$ cat src/rtl/uart_tx_arbiter_if.sv
// Handshake bundle between the two character sources, the UART transmitter
// and the transmit arbiter.
//   master : drives requests/characters and tx_rdy (sources + transmitter side)
//   slave  : the arbiter; returns acks, tx_data/tx_en, grant, busy, timeout_err
interface uart_tx_arbiter_if;
  logic       req0;
  logic [7:0] data0;
  logic       ack0;
  logic       req1;
  logic [7:0] data1;
  logic       ack1;
  logic       tx_rdy;
  logic [7:0] tx_data;
  logic       tx_en;
  logic [1:0] grant;
  logic       busy;
  logic       timeout_err;

  modport master (
    output req0, data0, req1, data1, tx_rdy,
    input  ack0, ack1, tx_data, tx_en, grant, busy, timeout_err
  );

  modport slave (
    input  req0, data0, req1, data1, tx_rdy,
    output ack0, ack1, tx_data, tx_en, grant, busy, timeout_err
  );
endinterface

$ cat src/rtl/uart_tx_arbiter.sv
// Round-robin arbiter sharing one UART transmitter between the switch/button
// path (requester 0) and the receiver echo path (requester 1). Each source has
// a one-entry holding slot; the chosen character is optionally upper-cased and
// presented with tx_en for HOLD_CYCLES cycles, then the arbiter waits for the
// transmitter to go busy before serving the next character.
// Ports:
//   clk   : system clock (16x baud)
//   reset : synchronous, active-high
//   bus   : uart_tx_arbiter_if.slave (req/data/ack per source, tx_rdy in;
//           tx_data, tx_en, grant, busy, timeout_err out)
//
// state    | meaning
// ---------+-----------------------------------------------------------
// IDLE     | no character owned; pick the next full slot
// WAIT_RDY | character loaded, waiting for tx_rdy (bounded by BUSY_TIMEOUT)
// SEND     | tx_en high for HOLD_CYCLES cycles
// DRAIN    | waiting for tx_rdy to drop (bounded by BUSY_TIMEOUT)
module uart_tx_arbiter #(
  parameter int unsigned HOLD_CYCLES  = 16,
  parameter int unsigned BUSY_TIMEOUT = 255,
  parameter bit          UPCASE       = 1'b1
) (
  input logic              clk,
  input logic              reset,
  uart_tx_arbiter_if.slave bus
);

  typedef enum logic [1:0] {S_IDLE, S_WAIT_RDY, S_SEND, S_DRAIN} state_t;

  localparam logic [7:0] HOLD_LAST = 8'(HOLD_CYCLES - 1);
  localparam logic [7:0] BUSY_LAST = 8'(BUSY_TIMEOUT - 1);

  state_t     state, state_nxt;
  logic [7:0] cnt, cnt_nxt;
  logic       abandon;

  logic [1:0] slot_full;
  logic [7:0] slot_data0, slot_data1;
  logic       last_grant;
  logic       ack0_q, ack1_q, timeout_q;
  logic [7:0] tx_data_q;
  logic [1:0] grant_q;

  logic [1:0] eligible;
  logic       sel_valid;
  logic       sel_idx;
  logic [7:0] sel_raw, sel_conv;

  // A slot is not offered to the arbiter while its ack is still out, which
  // puts WAIT_RDY two edges after the capture edge.
  always_comb begin
    eligible  = slot_full & ~{ack1_q, ack0_q};
    sel_valid = |eligible;
    sel_idx   = 1'b0;
    case (eligible)
      2'b10:   sel_idx = 1'b1;
      2'b11:   sel_idx = ~last_grant;
      default: sel_idx = 1'b0;
    endcase
    sel_raw  = sel_idx ? slot_data1 : slot_data0;
    sel_conv = sel_raw;
    if (UPCASE && (sel_raw >= 8'h61) && (sel_raw <= 8'h7A))
      sel_conv = sel_raw - 8'h20;
  end

  always_comb begin
    state_nxt = state;
    cnt_nxt   = cnt;
    abandon   = 1'b0;
    case (state)
      S_IDLE: begin
        if (sel_valid) begin
          state_nxt = S_WAIT_RDY;
          cnt_nxt   = 8'd0;
        end
      end
      S_WAIT_RDY: begin
        if (bus.tx_rdy) begin
          state_nxt = S_SEND;
          cnt_nxt   = 8'd0;
        end else if (cnt == BUSY_LAST) begin
          state_nxt = S_IDLE;
          abandon   = 1'b1;
        end else begin
          cnt_nxt = cnt + 8'd1;
        end
      end
      S_SEND: begin
        if (cnt == HOLD_LAST) begin
          state_nxt = S_DRAIN;
          cnt_nxt   = 8'd0;
        end else begin
          cnt_nxt = cnt + 8'd1;
        end
      end
      S_DRAIN: begin
        if (!bus.tx_rdy) begin
          state_nxt = S_IDLE;
        end else if (cnt == BUSY_LAST) begin
          state_nxt = S_IDLE;
          abandon   = 1'b1;
        end else begin
          cnt_nxt = cnt + 8'd1;
        end
      end
      default: state_nxt = S_IDLE;
    endcase
  end

  always_ff @(posedge clk) begin
    if (reset) begin
      state <= S_IDLE;
      cnt   <= 8'd0;
    end else begin
      state <= state_nxt;
      cnt   <= cnt_nxt;
    end
  end

  always_ff @(posedge clk) begin
    if (reset) begin
      slot_full  <= 2'b00;
      slot_data0 <= 8'h00;
      slot_data1 <= 8'h00;
      last_grant <= 1'b1;
      ack0_q     <= 1'b0;
      ack1_q     <= 1'b0;
      timeout_q  <= 1'b0;
      tx_data_q  <= 8'h00;
      grant_q    <= 2'b00;
    end else begin
      timeout_q <= abandon;
      ack0_q    <= 1'b0;
      ack1_q    <= 1'b0;

      if (state == S_IDLE && sel_valid) begin
        tx_data_q          <= sel_conv;
        last_grant         <= sel_idx;
        grant_q            <= sel_idx ? 2'b10 : 2'b01;
        slot_full[sel_idx] <= 1'b0;
      end else if (state != S_IDLE && state_nxt == S_IDLE) begin
        grant_q <= 2'b00;
      end

      // Capture needs an empty slot, so it never collides with the clear above.
      if (bus.req0 && !slot_full[0] && !ack0_q) begin
        slot_full[0] <= 1'b1;
        slot_data0   <= bus.data0;
        ack0_q       <= 1'b1;
      end
      if (bus.req1 && !slot_full[1] && !ack1_q) begin
        slot_full[1] <= 1'b1;
        slot_data1   <= bus.data1;
        ack1_q       <= 1'b1;
      end
    end
  end

  assign bus.ack0        = ack0_q;
  assign bus.ack1        = ack1_q;
  assign bus.tx_data     = tx_data_q;
  assign bus.tx_en       = (state == S_SEND);
  assign bus.grant       = grant_q;
  assign bus.busy        = (state != S_IDLE);
  assign bus.timeout_err = timeout_q;

endmodule

$ cat src/flat_wrapper.sv
// flat-port wrapper written by rule: the top's interface ports become plain ports
module uart_tx_arbiter_flat 
#(
  parameter int unsigned HOLD_CYCLES  = 16,
  parameter int unsigned BUSY_TIMEOUT = 255,
  parameter bit          UPCASE       = 1'b1
)
  (clk, reset, bus_req0, bus_data0, bus_req1, bus_data1, bus_tx_rdy, bus_ack0, bus_ack1, bus_tx_data, bus_tx_en, bus_grant, bus_busy, bus_timeout_err);
  uart_tx_arbiter_if bus_i ();
  input logic clk;
  input logic reset;
  input wire logic [$bits(bus_i.req0)-1:0] bus_req0;
  input wire logic [$bits(bus_i.data0)-1:0] bus_data0;
  input wire logic [$bits(bus_i.req1)-1:0] bus_req1;
  input wire logic [$bits(bus_i.data1)-1:0] bus_data1;
  input wire logic [$bits(bus_i.tx_rdy)-1:0] bus_tx_rdy;
  output wire logic [$bits(bus_i.ack0)-1:0] bus_ack0;
  output wire logic [$bits(bus_i.ack1)-1:0] bus_ack1;
  output wire logic [$bits(bus_i.tx_data)-1:0] bus_tx_data;
  output wire logic [$bits(bus_i.tx_en)-1:0] bus_tx_en;
  output wire logic [$bits(bus_i.grant)-1:0] bus_grant;
  output wire logic [$bits(bus_i.busy)-1:0] bus_busy;
  output wire logic [$bits(bus_i.timeout_err)-1:0] bus_timeout_err;
  assign bus_i.req0 = bus_req0;
  assign bus_i.data0 = bus_data0;
  assign bus_i.req1 = bus_req1;
  assign bus_i.data1 = bus_data1;
  assign bus_i.tx_rdy = bus_tx_rdy;
  assign bus_ack0 = bus_i.ack0;
  assign bus_ack1 = bus_i.ack1;
  assign bus_tx_data = bus_i.tx_data;
  assign bus_tx_en = bus_i.tx_en;
  assign bus_grant = bus_i.grant;
  assign bus_busy = bus_i.busy;
  assign bus_timeout_err = bus_i.timeout_err;
  uart_tx_arbiter #(.HOLD_CYCLES(HOLD_CYCLES), .BUSY_TIMEOUT(BUSY_TIMEOUT), .UPCASE(UPCASE)) u_core (.clk(clk), .reset(reset), .bus(bus_i));
endmodule
$ cat config.mk
export PLATFORM = sky130hd
export DESIGN_NAME = uart_tx_arbiter_flat
export DESIGN_NICKNAME = d
export VERILOG_FILES = /design/src/rtl/uart_tx_arbiter_if.sv /design/src/rtl/uart_tx_arbiter.sv /design/src/flat_wrapper.sv
export SDC_FILE = /design/constraint.sdc
export NUM_CORES = 1
export LEC_CHECK = 0
export CAP_MARGIN = 20
export CORE_MARGIN = 4
export CORE_UTILIZATION = 48
export CTS_BUF_LIST = sky130_fd_sc_hd__clkbuf_8
export DETAILED_ROUTE_END_ITERATION = 16
export PLACE_DENSITY = 0.74
export RECOVER_POWER = 100
export SLEW_MARGIN = 20
export SYNTH_ARGS = -nofsm -noshare
export SYNTH_HDL_FRONTEND = slang
export SYNTH_SLANG_ARGS = --single-unit
$ cat constraint.sdc
create_clock -name clk -period 2.6 [get_ports clk]
set_input_delay 0.65 -clock clk [delete_from_list [all_inputs] [get_ports clk]]
set_output_delay 0.65 -clock clk [all_outputs]
set_load 0.005 [all_outputs]
==> impl_metrics.csv <==
group,metric,value,unit
detailed_routing,routedWlPerCell,14.2,um
worst_setup_path,regToRegEndpoint,"u_core.bus.tx_data[6]",
power_and_ir_drop,power_density,682,mW/mm^2
worst_setup_path,arrival_time_reported_for_the_critical_path_endpoint,2.55,ns
synth,ys_warn_count,0,
cts,tritoncts,"yes",
synth,synth_top_cell_area_share,0.412,
min_path,hold_path.startpoint,"u_core.bus.grant[0]",
status,run_status,"completed",
timing,maxClockFrequency,419,MHz
timing,timing_worst_slew_pin_value,0.791,ns
floorplanning,initial_utilization,0.503,
run,maxCapViolations,0,
worst_setup_path,end_kind,"flop",
timing,layout_worst_path_cycle_share,0.918,
timing,grt_setup_unrepaired,"no",
synth,ys_types,50,
timing,final_hold_violating_endpoints,0,
synth,synth_top_cell_by_area,"sky130_fd_sc_hd__dfxtp_1",
synth,synthesis.instances,242,
placed_design,dp_hpwl,3400,um
cts,maximum_number_of_buffers_from_clock_root_to_sink,2,
synth,synth_top_cells_by_area,"sky130_fd_sc_hd__dfxtp_1 41%, sky130_fd_sc_hd__mux2i_1 7.4%, sky130_fd_sc_hd__nand2_1 5.7%",
timing,hold-worst-slack,0.473,ns
placed_design,place.detailed.instances,319,
global_routing,antenna_found_initial,0,
synth,post_synth.cell_area_avg,8.43,um^2
worst_setup_path,regToRegSetupSlack,0.28,ns
min_path,min_to,"u_core.bus.grant[0]",
cts,clock_insertion_delay_at_the_later_pin_of_the_skew_report,0.30,ns
cts,clk_pin_slew,0.08,ns
cts,cts_repair_resize_count,0,
cts,h-tree-depth,2,
global_routing,maximum_number_of_pins_on_one_net_before_global_route_repair,19,
final_layout,filler_cell_count,371,
detailed_routing,detailedRoute.firstIterationViolations,120,
placed_design,gp_congestion,0.825,
detailed_routing,post-route-drc-count,0,
power_and_ir_drop,power.ir.vdd_worst,0.526,mV
detailed_routing,via_count,1824,
final_layout,drive_above_1_share,0.0578,
floorplanning,dieWidth,73.2,um
floorplanning,fp.dieH,73.2,um
cts,cts-buffers-inserted,5,
global_routing,grt_pass1_vias,1816,
cts,post-cts-setup-buffer-count,0,
worst_setup_path,cp_data_required_time,2.77,ns
worst_setup_path,worstReg2RegStart,"u_core.bus.ack0",
timing,timing.clock.skew,0.00680,ns
synth,synth_fp_nets,266,
final_layout,antenna_cells_inserted,0,
cts,clock_sink_count,42,
worst_setup_path,timing_worst_setup_path_type,"input port to flop",
floorplanning,area_of_the_die,0.00536,mm^2
detailed_routing,route.final.wire_length,4650,um
worst_setup_path,cell_depth_of_the_worst_flop_to_flop_path,6,
cts,cts_hold_buf,0,
worst_setup_path,critPathMaxFanout,7,
cts,clk_root_buffer_cell,"sky130_fd_sc_hd__clkbuf_8",
worst_setup_path,critPathLaunchType,"input port",
synth,synth-seq-cells,42,
power_and_ir_drop,static-leakage-power,1.02,nW
final_layout,utilization,0.624,
timing,relSlewSlack,0.472,
timing,finalCriticalPeriod,2.39,ns
global_routing,globalRouteOverflowTotal,0,
timing,setup_viol_count_final,0,
detailed_routing,postRouteAntennaNets,0,
min_path,timing.hold.worst_path_depth,2,
floorplanning,num_rows,23,
global_routing,grtUsageTotal,0.191,
final_layout,synthToLayoutAreaGrowth,24.2,%
timing,worst_slack,0.213,ns
synth,synth_sequential_area_ratio,0.412,
timing,setup_tns,0,ns
global_routing,grt_first_pass_wirelength,7980,um
detailed_routing,vias_per_cell,5.58,
floorplanning,fp.coreArea,0.00406,mm^2
synth,netlist_area,0.00204,mm^2
final_layout,finalNetCount,300,
floorplanning,floorplan.io_pins,36,
detailed_routing,first_pass_iters,4,
placed_design,pre_cts_slack,0.366,ns
timing,finalMaxSlewViolations,0,
final_layout,instances_no_fill,327,
placed_design,port_buffers,35,
min_path,path_class_of_the_lowest_slack_min_delay_path,"flop to flop",
==> cells in the mapped netlist (all sizes together) <==
cell / number
nor3b: 3
o211ai: 5
a211oi: 7
nand2b: 6
a211o: 1
buf: 8
or3: 1
or4: 3
o21ai: 14
a21o: 2
and3: 2
a31oi: 2
a21oi: 22
nand3b: 1
mux2: 1
o21bai: 2
nor2b: 3
nor3: 3
mux2i: 15
inv: 9
clkbuf: 3
nand3: 7
nand2: 31
maj3: 1
o22a: 1
xnor2: 1
nand4: 1
a32oi: 2
o31ai: 2
and2: 2
o22ai: 2
nand4b: 1
a21boi: 1
nor4: 1
and2b: 1
nor2: 26
ha: 3
o41ai: 1
a32o: 1
or2: 2
dfxtp: 42
==> how the worst max path moves through the flow <==
stage                        startpoint                     to  slack (ns)  cells after the start
finish                         bus_req0   u_core.slot_data0[3]        0.21                      5
CTS                     u_core.state[1]              bus_tx_en        0.24                      2
global route            u_core.bus.ack0  u_core.bus.tx_data[6]        0.08                      6
floorplan               u_core.bus.ack1  u_core.bus.tx_data[6]        0.68                      7
detailed placement  u_core.slot_full[0]  u_core.bus.tx_data[6]        0.37                      7
global placement    u_core.slot_full[0]  u_core.bus.tx_data[6]        0.41                      6
==> state kept, by name (all words and copies together) (netlist names) <==
name and flops:
u_core.slot_data0 8, u_core.bus.tx_data 8, u_core.bus.ack1 1, u_core.bus.ack0 1
u_core.state 2, u_core.bus.timeout_err 1, u_core.slot_data1 8, u_core.slot_full 2
u_core.cnt 8, u_core.bus.grant 2, u_core.last_grant 1
==> layer usage <==
metal  part of all wire  GRT usage
met5                  0          0
met4              0.014     0.0779
met3              0.071     0.0634
met2               0.47      0.296
met1               0.45      0.243
==> per-stage QoR <==
| stage | area, um^2 | total power, W |
|---|---|---|
| floorplan | 2040 | 0.000993 |
| global placement | 2430 | 0.00113 |
| detailed placement | 2430 | 0.00113 |
| CTS | 2560 | 0.00176 |
| global route | 2530 | 0.00182 |
| finish | 2530 | 0.00173 |
==> critical path, cell delays in order <==
cell	delay (ns)
sky130_fd_sc_hd__dlygate4sd3_1	0.54
sky130_fd_sc_hd__nor3b_1	0.57
sky130_fd_sc_hd__clkbuf_1	0.45
sky130_fd_sc_hd__mux2i_1	0.28
sky130_fd_sc_hd__nor2_1	0.06
==> where the power goes <==
group | internal (W) | switching, W | leakage (nW) | total, W
clock | 0.000385 | 0.000242 | 0.0683 | 0.000627
combinational | 0.000172 | 0.000180 | 0.609 | 0.000353
sequential | 0.000699 | 0.0000482 | 0.344 | 0.000747
total | 0.00126 | 0.000471 | 1.02 | 0.00173
==> kinds of logic (layout without fill, tap and decap cells) <==
group | count (synthesis) | count (layout) | synth area share
DFF | 42 | 42 | 0.412
adders and majority gates | 4 | 4 | 0.0233
and+or+nand+nor | 94 | 94 | 0.226
AOI/OAI and AO/OA | 65 | 65 | 0.212
buffers and inverters | 20 | 55 | 0.0429
muxes | 16 | 16 | 0.0791
xor gates and xnor gates | 1 | 1 | 0.00430
==> cell type report <==
type / count / area, um^2 / share of cell area
multi-input combinational: 180 / 1100 / 0.433
inverter: 9 / 33.8 / 0.0133
clock buffer: 5 / 68.8 / 0.0272
timing repair buffer: 38 / 362 / 0.143
clock inverter: 3 / 68.8 / 0.0272
sequential: 42 / 841 / 0.332
tap: 50 / 62.6 / 0.0247
==> cells in the final DEF (no fill, tap or decap), drive strengths merged, types with 3 or more instances in the layout <==
master	n
a21oi	22
nor3b	3
o21ai	14
nor2b	3
nor3	3
clkdlybuf4s50	17
mux2i	15
dfxtp	42
o211ai	5
a211oi	7
nand3	7
ha	3
or4	3
nand2b	6
nor2	26
dlygate4sd3	18
inv	9
clkbuf	8
nand2	31
(Power assumes the default switching activity.)
